==> src/rtl/spi_seq_pkg.sv <==
// Shared state encoding, default geometry and counter-width helper for the
// SPI select sequencer.
package spi_seq_pkg;

  typedef enum logic [1:0] {
    IDLE  = 2'd0,
    SHIFT = 2'd1,
    GAP   = 2'd2,
    DONE  = 2'd3
  } seq_state_e;

  localparam int DEF_NUM_STRINGS     = 18;
  localparam int DEF_NUM_BOARDS      = 2;
  localparam int DEF_BITS_PER_STRING = 24;
  localparam int DEF_GAP_CYCLES      = 4;

  // Counter width able to hold 0..n-1, never narrower than one bit.
  function automatic int cnt_width(input int n);
    return (n < 2) ? 1 : $clog2(n);
  endfunction

endpackage

==> src/rtl/sync_edge_det.sv <==
// Two-flop synchroniser for an asynchronous level followed by registered
// rising/falling edge pulses (input edge -> pulse is 3 clk).
module sync_edge_det #(
  parameter logic RESET_VAL = 1'b0
) (
  input  logic clk,
  input  logic rst_n,
  input  logic din,
  output logic rise,
  output logic fall
);

  logic       s1_q, s1_d;
  logic       s2_q, s2_d;
  logic       prev_q, prev_d;
  logic       rise_q, rise_d;
  logic       fall_q, fall_d;
  logic [2:0] vld_q, vld_d;

  // vld_q tracks when prev_q first holds a real sample, so the reset value
  // never produces a phantom edge against an input already at the other level.
  always_comb begin
    s1_d   = din;
    s2_d   = s1_q;
    prev_d = s2_q;
    vld_d  = {vld_q[1:0], 1'b1};
    rise_d = vld_q[2] &  s2_q & ~prev_q;
    fall_d = vld_q[2] & ~s2_q &  prev_q;
  end

  always_ff @(posedge clk or negedge rst_n) begin
    if (!rst_n) begin
      s1_q   <= RESET_VAL;
      s2_q   <= RESET_VAL;
      prev_q <= RESET_VAL;
      rise_q <= 1'b0;
      fall_q <= 1'b0;
      vld_q  <= 3'b000;
    end else begin
      s1_q   <= s1_d;
      s2_q   <= s2_d;
      prev_q <= prev_d;
      rise_q <= rise_d;
      fall_q <= fall_d;
      vld_q  <= vld_d;
    end
  end

  assign rise = rise_q;
  assign fall = fall_q;

endmodule

==> src/rtl/spi_select_sequencer.sv <==
// Walks a one-hot string/board select across a frame by counting MCU SCK
// rising edges, with an all-low settle gap between strings.
module spi_select_sequencer
  import spi_seq_pkg::*;
#(
  parameter int NUM_STRINGS     = DEF_NUM_STRINGS,
  parameter int NUM_BOARDS      = DEF_NUM_BOARDS,
  parameter int BITS_PER_STRING = DEF_BITS_PER_STRING,
  parameter int GAP_CYCLES      = DEF_GAP_CYCLES
) (
  input  logic                   clk,
  input  logic                   rst_n,
  input  logic                   sck_in,
  input  logic                   frame_n,
  output logic [NUM_BOARDS-1:0]  bd_act,
  output logic [NUM_STRINGS-1:0] s_act,
  output logic                   frame_done,
  output logic                   abort,
  output logic                   err_gap
);

  localparam int BIT_W = cnt_width(BITS_PER_STRING);
  localparam int STR_W = cnt_width(NUM_STRINGS);
  localparam int BD_W  = cnt_width(NUM_BOARDS);
  localparam int GAP_W = cnt_width(GAP_CYCLES);

  localparam logic [BIT_W-1:0] BIT_LAST = BIT_W'(BITS_PER_STRING - 1);
  localparam logic [STR_W-1:0] STR_LAST = STR_W'(NUM_STRINGS - 1);
  localparam logic [BD_W-1:0]  BD_LAST  = BD_W'(NUM_BOARDS - 1);
  localparam logic [GAP_W-1:0] GAP_LAST = GAP_W'(GAP_CYCLES - 1);

  logic sck_rise, sck_fall_unused;
  logic frame_rise, frame_fall;

  // Only SCK rising edges shift data; falling edges carry no meaning here.
  sync_edge_det #(.RESET_VAL(1'b0)) u_sck_sync (
    .clk  (clk),
    .rst_n(rst_n),
    .din  (sck_in),
    .rise (sck_rise),
    .fall (sck_fall_unused)
  );

  sync_edge_det #(.RESET_VAL(1'b1)) u_frame_sync (
    .clk  (clk),
    .rst_n(rst_n),
    .din  (frame_n),
    .rise (frame_rise),
    .fall (frame_fall)
  );

  seq_state_e             state_q, state_d;
  logic [BIT_W-1:0]       bit_cnt_q, bit_cnt_d;
  logic [STR_W-1:0]       str_q, str_d;
  logic [BD_W-1:0]        bd_q, bd_d;
  logic [GAP_W-1:0]       gap_cnt_q, gap_cnt_d;
  logic [NUM_BOARDS-1:0]  bd_act_q, bd_act_d;
  logic [NUM_STRINGS-1:0] s_act_q, s_act_d;
  logic                   frame_done_q, frame_done_d;
  logic                   abort_q, abort_d;
  logic                   err_gap_q, err_gap_d;

  always_comb begin
    state_d      = state_q;
    bit_cnt_d    = bit_cnt_q;
    str_d        = str_q;
    bd_d         = bd_q;
    gap_cnt_d    = gap_cnt_q;
    frame_done_d = 1'b0;
    abort_d      = 1'b0;
    err_gap_d    = 1'b0;

    case (state_q)
      IDLE: begin
        if (frame_fall) begin
          state_d   = SHIFT;
          bit_cnt_d = '0;
          str_d     = '0;
          bd_d      = '0;
        end
      end
      SHIFT: begin
        if (frame_rise) begin
          state_d = IDLE;
          abort_d = 1'b1;
        end else if (sck_rise) begin
          if (bit_cnt_q == BIT_LAST) begin
            state_d   = GAP;
            bit_cnt_d = '0;
            gap_cnt_d = '0;
          end else begin
            bit_cnt_d = bit_cnt_q + 1'b1;
          end
        end
      end
      GAP: begin
        if (frame_rise) begin
          state_d = IDLE;
          abort_d = 1'b1;
        end else begin
          // A stray edge here is flagged but neither counted nor allowed to stretch the gap.
          err_gap_d = sck_rise;
          if (gap_cnt_q == GAP_LAST) begin
            gap_cnt_d = '0;
            if (str_q != STR_LAST) begin
              str_d   = str_q + 1'b1;
              state_d = SHIFT;
            end else if (bd_q != BD_LAST) begin
              str_d   = '0;
              bd_d    = bd_q + 1'b1;
              state_d = SHIFT;
            end else begin
              state_d      = DONE;
              frame_done_d = 1'b1;
            end
          end else begin
            gap_cnt_d = gap_cnt_q + 1'b1;
          end
        end
      end
      DONE:    state_d = IDLE;
      default: state_d = IDLE;
    endcase

    if (state_d == IDLE) begin
      bit_cnt_d = '0;
      str_d     = '0;
      bd_d      = '0;
      gap_cnt_d = '0;
    end

    // Selects are decoded from next state so they register alongside the FSM.
    for (int k = 0; k < NUM_STRINGS; k++) begin
      s_act_d[k] = (state_d == SHIFT) && (str_d == STR_W'(k));
    end
    for (int k = 0; k < NUM_BOARDS; k++) begin
      bd_act_d[k] = (state_d == SHIFT) && (bd_d == BD_W'(k));
    end
  end

  always_ff @(posedge clk or negedge rst_n) begin
    if (!rst_n) begin
      state_q      <= IDLE;
      bit_cnt_q    <= '0;
      str_q        <= '0;
      bd_q         <= '0;
      gap_cnt_q    <= '0;
      bd_act_q     <= '0;
      s_act_q      <= '0;
      frame_done_q <= 1'b0;
      abort_q      <= 1'b0;
      err_gap_q    <= 1'b0;
    end else begin
      state_q      <= state_d;
      bit_cnt_q    <= bit_cnt_d;
      str_q        <= str_d;
      bd_q         <= bd_d;
      gap_cnt_q    <= gap_cnt_d;
      bd_act_q     <= bd_act_d;
      s_act_q      <= s_act_d;
      frame_done_q <= frame_done_d;
      abort_q      <= abort_d;
      err_gap_q    <= err_gap_d;
    end
  end

  assign bd_act     = bd_act_q;
  assign s_act      = s_act_q;
  assign frame_done = frame_done_q;
  assign abort      = abort_q;
  assign err_gap    = err_gap_q;

endmodule

==> config.mk <==
export PLATFORM = sky130hd
export DESIGN_NAME = spi_select_sequencer
export DESIGN_NICKNAME = d
export VERILOG_FILES = /design/src/rtl/spi_seq_pkg.sv /design/src/rtl/sync_edge_det.sv /design/src/rtl/spi_select_sequencer.sv
export SDC_FILE = /design/constraint.sdc
export NUM_CORES = 1
export LEC_CHECK = 0
export ABC_AREA = 1
export CAP_MARGIN = 15
export CORE_MARGIN = 3
export CORE_UTILIZATION = 52
export CTS_CLUSTER_DIAMETER = 40
export DETAILED_ROUTE_END_ITERATION = 8
export PLACE_DENSITY = 0.81
export SYNTH_ARGS = -nofsm -noshare
export SYNTH_HDL_FRONTEND = slang
export SYNTH_HIERARCHICAL = 1
export SYNTH_SLANG_ARGS = --single-unit
==> constraint.sdc <==
create_clock -name clk -period 2.7 [get_ports clk]
set_input_delay 0.405 -clock clk [delete_from_list [all_inputs] [get_ports clk]]
set_output_delay 0.405 -clock clk [all_outputs]
set_load 0.01 [all_outputs]
==> impl.org <==
** Route
- Met2 routed wirelength :: 1934 µm
- Summed over all layers, the routed wires come to between 4000 and 5000 µm.
- After detailed routing, the number of vias per cell comes to ~4.9.
- After detailed routing, the met3 layer carries between 200 and 250 µm of wire.
- The detailed router finished its first iteration with between 100 and 150 violations.
- Number of nets still failing antenna checks after routing :: 0
- Number of search-and-repair iterations in the first detailed-routing pass :: 4
- DRC viols :: 0
- The highest layer touched by signal routing is met4.
- The final route contains approximately 1700 vias.
- Dividing the detail-routed wire length by the instance count gives 12.91 µm.
- Post-route met1 wirelength :: around 2200 µm

** Layout
- 0 antenna diodes ended up in the layout.
- Of the cells placed in the final design, the portion with a size suffix greater than 1 is around 16%.
- Commonest non-fill, non-tap cells in the layout :: 57 x nand2_1, 50 x dfrtp_1, 34 x nor2_1
- Most common cell after layout, fill and taps aside :: nand2_1
- The area growth from synthesis to layout is 17.16%.
- Cell area after layout :: 2750 µm²
- Final nets :: between 200 and 300

** Timing
- Max-slew headroom at the worst pin :: 57.73%
- Transition time at the pin with the least slew margin :: about 0.63 ns
- Setup repair after global routing left no endpoint under its margin.
- The total count of max-transition violations in the final report is 0.
- Setup violations remaining at the end of the flow were counted as 0.
- The clock period could shrink to ~2.2 ns.
- Highest achievable clock rate :: 0.4522 GHz
- Final Skew :: approximately 0.0039 ns
- Ratio of final minimum period to clock period :: between 80% and 90%
- The final count of hold timing violations is 0.
- Setup total negative slack on the finished layout was measured at 0 ns.
- Post-route setup slack :: approximately 0.49 ns

** Clocking
- In this run, post-CTS repair resized a total of 0 instances.
- Number of buffers on the longest clock path :: 2
- TritonCTS built the clock tree.
- Post-CTS setup repair buffer count :: 0
- Hold repair after CTS inserted 0 buffers.
- Root cell of the clock tree :: clkbuf_8
- CTS H-Tree Depth :: 2
- Sink Count :: between 50 and 60
- Clock-pin transition on the worst setup and hold timing paths :: around 0.090 ns
- In this run, CTS created clock tree buffers numbering 5.
- Clock latency on the worst-skew pair :: 0.31 ns

** Global route
- The initial antenna violation count came to 0.
- The via count of the first global-routing pass was about 1700.
- For this run the aggregate overflow at the end of global routing stands at 0.
- Entering global routing, the biggest net connects 54 pins.
- Global routing used a little under a fifth of the available tracks.
- Global-route wire length before repair :: around 7700 µm

** Floorplanning
- I/O Pins :: 27
- In this run the vertical extent of the chip is around 73 µm.
- Overall die area :: 5356 µm²
- The initial utilization of the core area, before any placement, comes to a little under three fifths.
- Placeable core region :: 4173 µm²
- Site row count :: 23
- The die is between 70 and 80 µm wide.

** Setup path
- The largest single stage delay on the critical path is approximately 0.4 ns.
- For this design, the slowest cell found on the critical path is dfrtp_1.
- On the critical path the largest part of the delay comes from simple AND/OR/NAND/NOR gates.
- Data on the critical path is required at its endpoint by 2.94 ns.
- The signal on the critical path passes through inv_1 -> ha_1 -> nand2_2 -> inv_2 -> nand4_1 -> nand3_1 -> nand2_2 -> nand3_2 -> nand2_1 -> inv_2 -> nand2_1 -> nor2_1.
- The critical path is of the register to register type.
- Maximum fanout along the worst path :: 14
- For the worst setup path, the data arrival time is around 2.5 ns.
- STA classifies the critical path endpoint as a register.
- Buffers and inverters on the worst path :: 3
- Startpoint kind of the worst setup timing path :: register

** Placement
- Placement-stage cell area :: roughly 2700 µm²
- Port buffering added 26 buffers.
- Routability-driven placement finished with a final weighted congestion of 0.8418.
- Worst slack at placement :: 0.5283 ns
- HPWL after DPL :: between 3000 and 4000 µm

** Yosys
- After synthesis, the mean cell area works out to a little over 9 µm².
- Synthesis handed over a netlist of roughly 260 instances.
- When the netlist entered floorplanning its net count stood at about 270.
- Mapped cell area :: about 2300 µm²
- Count of synthesis-stage warnings from yosys :: 6

** Pwr
- Total power density per cell area :: between 600 and 700 nW/µm²
- Summing internal, switching and leakage power gives between 1.5 and 2 mW.
- In this run the static leakage power is between 1 and 1.5 nW.
- Worst vdd ir :: ~0.00055 V

** Hold path
- The worst hold path belongs to the class input pin to asynchronous set/reset pin.

** Run
- Max-cap violations in this run came to 0.

** Status
- The flow ran to the end, and the final reports show no timing, DRC or antenna violations.
[per-stage QoR]
step / hold WS [ns] / utilization, % / std cells
after floorplan: 0.1094 / - / 256
after global placement: 0.3322 / 63.51 / 331
after detailed placement: 0.3347 / 63.51 / 331
after CTS: 0.2077 / 65.91 / 339
after global routing: 0.2350 / 65.91 / 339
final: 0.1775 / 65.91 / 339
[area by class of cell]
cell class | instances | area, µm²
clock buffer | 6 | 82.58
clock inverter | 2 | 17.52
fill | 330 | 1423
inverter | 42 | 160.2
multi-input combinational | 159 | 834.6
sequential | 53 | 1330
tap | 50 | 62.56
timing repair buffer | 27 | 262.8
[registers in the layout, indices dropped and copies added, names as in the netlist, 2 cells and up]
name                count
s_act                  18
gap_cnt_q               2
bit_cnt_q               5
bd_act                  2
state_q                 2
u_sck_sync/vld_q        3
str_q                   5
u_frame_sync/vld_q      3
[path summary, 6_finish.rpt]
| check | startpoint | to | slack [ns] | cells after the start |
|---|---|---|---|---|
| max in group asynchronous | rst_n | u_frame_sync/vld_q[2]$_DFF_PN0_ | 2.08 | 2 |
| min | rst_n | abort$_DFF_PN0_ | 0.18 | 2 |
| min reg2reg | u_frame_sync/vld_q[0]$_DFF_PN0_ | u_frame_sync/vld_q[1]$_DFF_PN0_ | 0.35 | 0 |
| max reg2reg | state_q[0]$_DFF_PN0_ | s_act[10]$_DFF_PN0_ | 0.49 | 12 |
| max | state_q[0]$_DFF_PN0_ | s_act[10]$_DFF_PN0_ | 0.49 | 12 |
| min in group clk | u_frame_sync/vld_q[0]$_DFF_PN0_ | u_frame_sync/vld_q[1]$_DFF_PN0_ | 0.35 | 0 |
[layer usage]
layer	track usage, %	up-vias
met2	27.31	41
met4	7.992	0
met3	4.132	8
li1	-	852
met1	27.92	773
met5	0	-
[worst register-to-register path, cell delays in order, from the launching register on]
cell	delay [ns]
dfrtp_1	0.41
inv_1	0.11
ha_1	0.40
nand2_2	0.09
inv_2	0.07
nand4_1	0.11
nand3_1	0.11
nand2_2	0.08
nand3_2	0.25
nand2_1	0.14
inv_2	0.09
nand2_1	0.12
nor2_1	0.15
[power by group]
part           internal, mW  switching (mW)
logic                 0.127           0.283
clock network         0.213           0.260
registers             0.837          0.0233
Note: power is estimated with default switching activity, not from simulation.
==> variant (same flow settings) <==
Register the output `abort` once more, without a reset; this adds one clock of latency there. The other outputs are not delayed to match.
--- a/src/rtl/spi_select_sequencer.sv
+++ b/src/rtl/spi_select_sequencer.sv
@@ -168,5 +168,7 @@
   assign s_act      = s_act_q;
   assign frame_done = frame_done_q;
-  assign abort      = abort_q;
+  always_ff @(posedge clk) begin
+    abort <= abort_q;
+  end
   assign err_gap    = err_gap_q;
 
Formal check against the unedited RTL: not equivalent (a bounded check fails within 10 cycles, from zero or initial values and one cycle with rst_n low).
==> variant against the original RTL <==
Synthesized area grew 0.53%. Worst setup slack worse by 0.0089 ns. Count of clock-buffer cells in the layout down 1. Sequential cell count up 1. Routed wire length is 2.2% higher. Largest cell class unchanged. Total power grew 0.66%. Maximum frequency is 0.40% lower. Hold slack better by 0.019 ns. Final area barely moved. Critical path type unchanged. Core utilization grew 0.060 points. Clock power decreased by 4.9%.
==> variant: results (changes against the original RTL) <==
synth:
  postSynthAreaPerCell_sq_um: 9.36  # +2.1%
  synth_fp_nets: 263  # -1.5%
sta:
  relSlewSlack_pct: 57.9  # +0.14 points
  fin_skew_ns: 0.00650  # +0.00263 ns
  max_freq_ghz: 0.450  # -0.40%
placement:
  hpwl_microns: 3340  # +7.2%
  dp.cells: 326  # -1.5%
  gp_congestion: 0.884  # +5.0%
  placed_area_sq_mm: 0.00266  # +0.42%
drt:
  drt-initial-drc-count: 129  # +9.3%
  dr_wl_met3_microns: 165  # -20%
  wire_per_inst_microns: 13.4  # +3.7%
  wl_microns: 4470  # +2.2%
  first_pass_iters: 6  # +2
  drt-met1-wl_microns: 2030  # -6.0%
  routed_via_density: 5.16  # +4.5%
run_status:
  status: "completed"
finish:
  drive_gt1_share_pct: 13.7  # -2.5 points
  fill_cells: 323  # -2.1%
global_route:
  grt_util_met2_pct: 31.3  # +4.0 points
  grt_pass1_wl_microns: 8150  # +5.7%
  grt_use_total_pct: 19.8  # +0.82 points
  grtUsageMet1_pct: 26.9  # -1.0 points
  grtUsageMet3_pct: 4.10  # -0.028 points
power_and_ir_drop:
  vdd_drop_max_mv: 0.467  # -15%
  leakagePower_nw: 1.41  # -1.4%
critical_path:
  rr_endpoint: "s_act[11]"
## variant: changes by cell type in the layout (fill, tap and decap cells not counted), sizes merged, moves of 3 or more
cell	delta
nand2	-9
nand4	+4
nor2	+3
o21ai	+3
## variant: layout make-up
| type | count | area (sq um) | share of cell area, % |
|---|---|---|---|
| Sequential cell | 54 | 1350 | 49.0 |
| Timing Repair Buffer | 27 | 263 | 9.55 |
| Inverter | 40 | 153 | 5.55 |
| Multi-Input combinational cell | 155 | 833 | 30.3 |
| Clock inverter | 3 | 22.5 | 0.818 |
| Clock buffer | 5 | 68.8 | 2.50 |
| Tap cell | 50 | 62.6 | 2.27 |
## variant: power by group through the flow
| stage | sequential (W) | clock [W] | combinational (W) |
|---|---|---|---|
| after floorplan | 0.000898 | 0 | 0.000295 |
| after global placement | 0.000895 | 0 | 0.000407 |
| after detailed placement | 0.000896 | 0 | 0.000419 |
| after CTS | 0.000881 | 0.000466 | 0.000421 |
| after global routing | 0.000888 | 0.000496 | 0.000482 |
| final | 0.000881 | 0.000450 | 0.000424 |
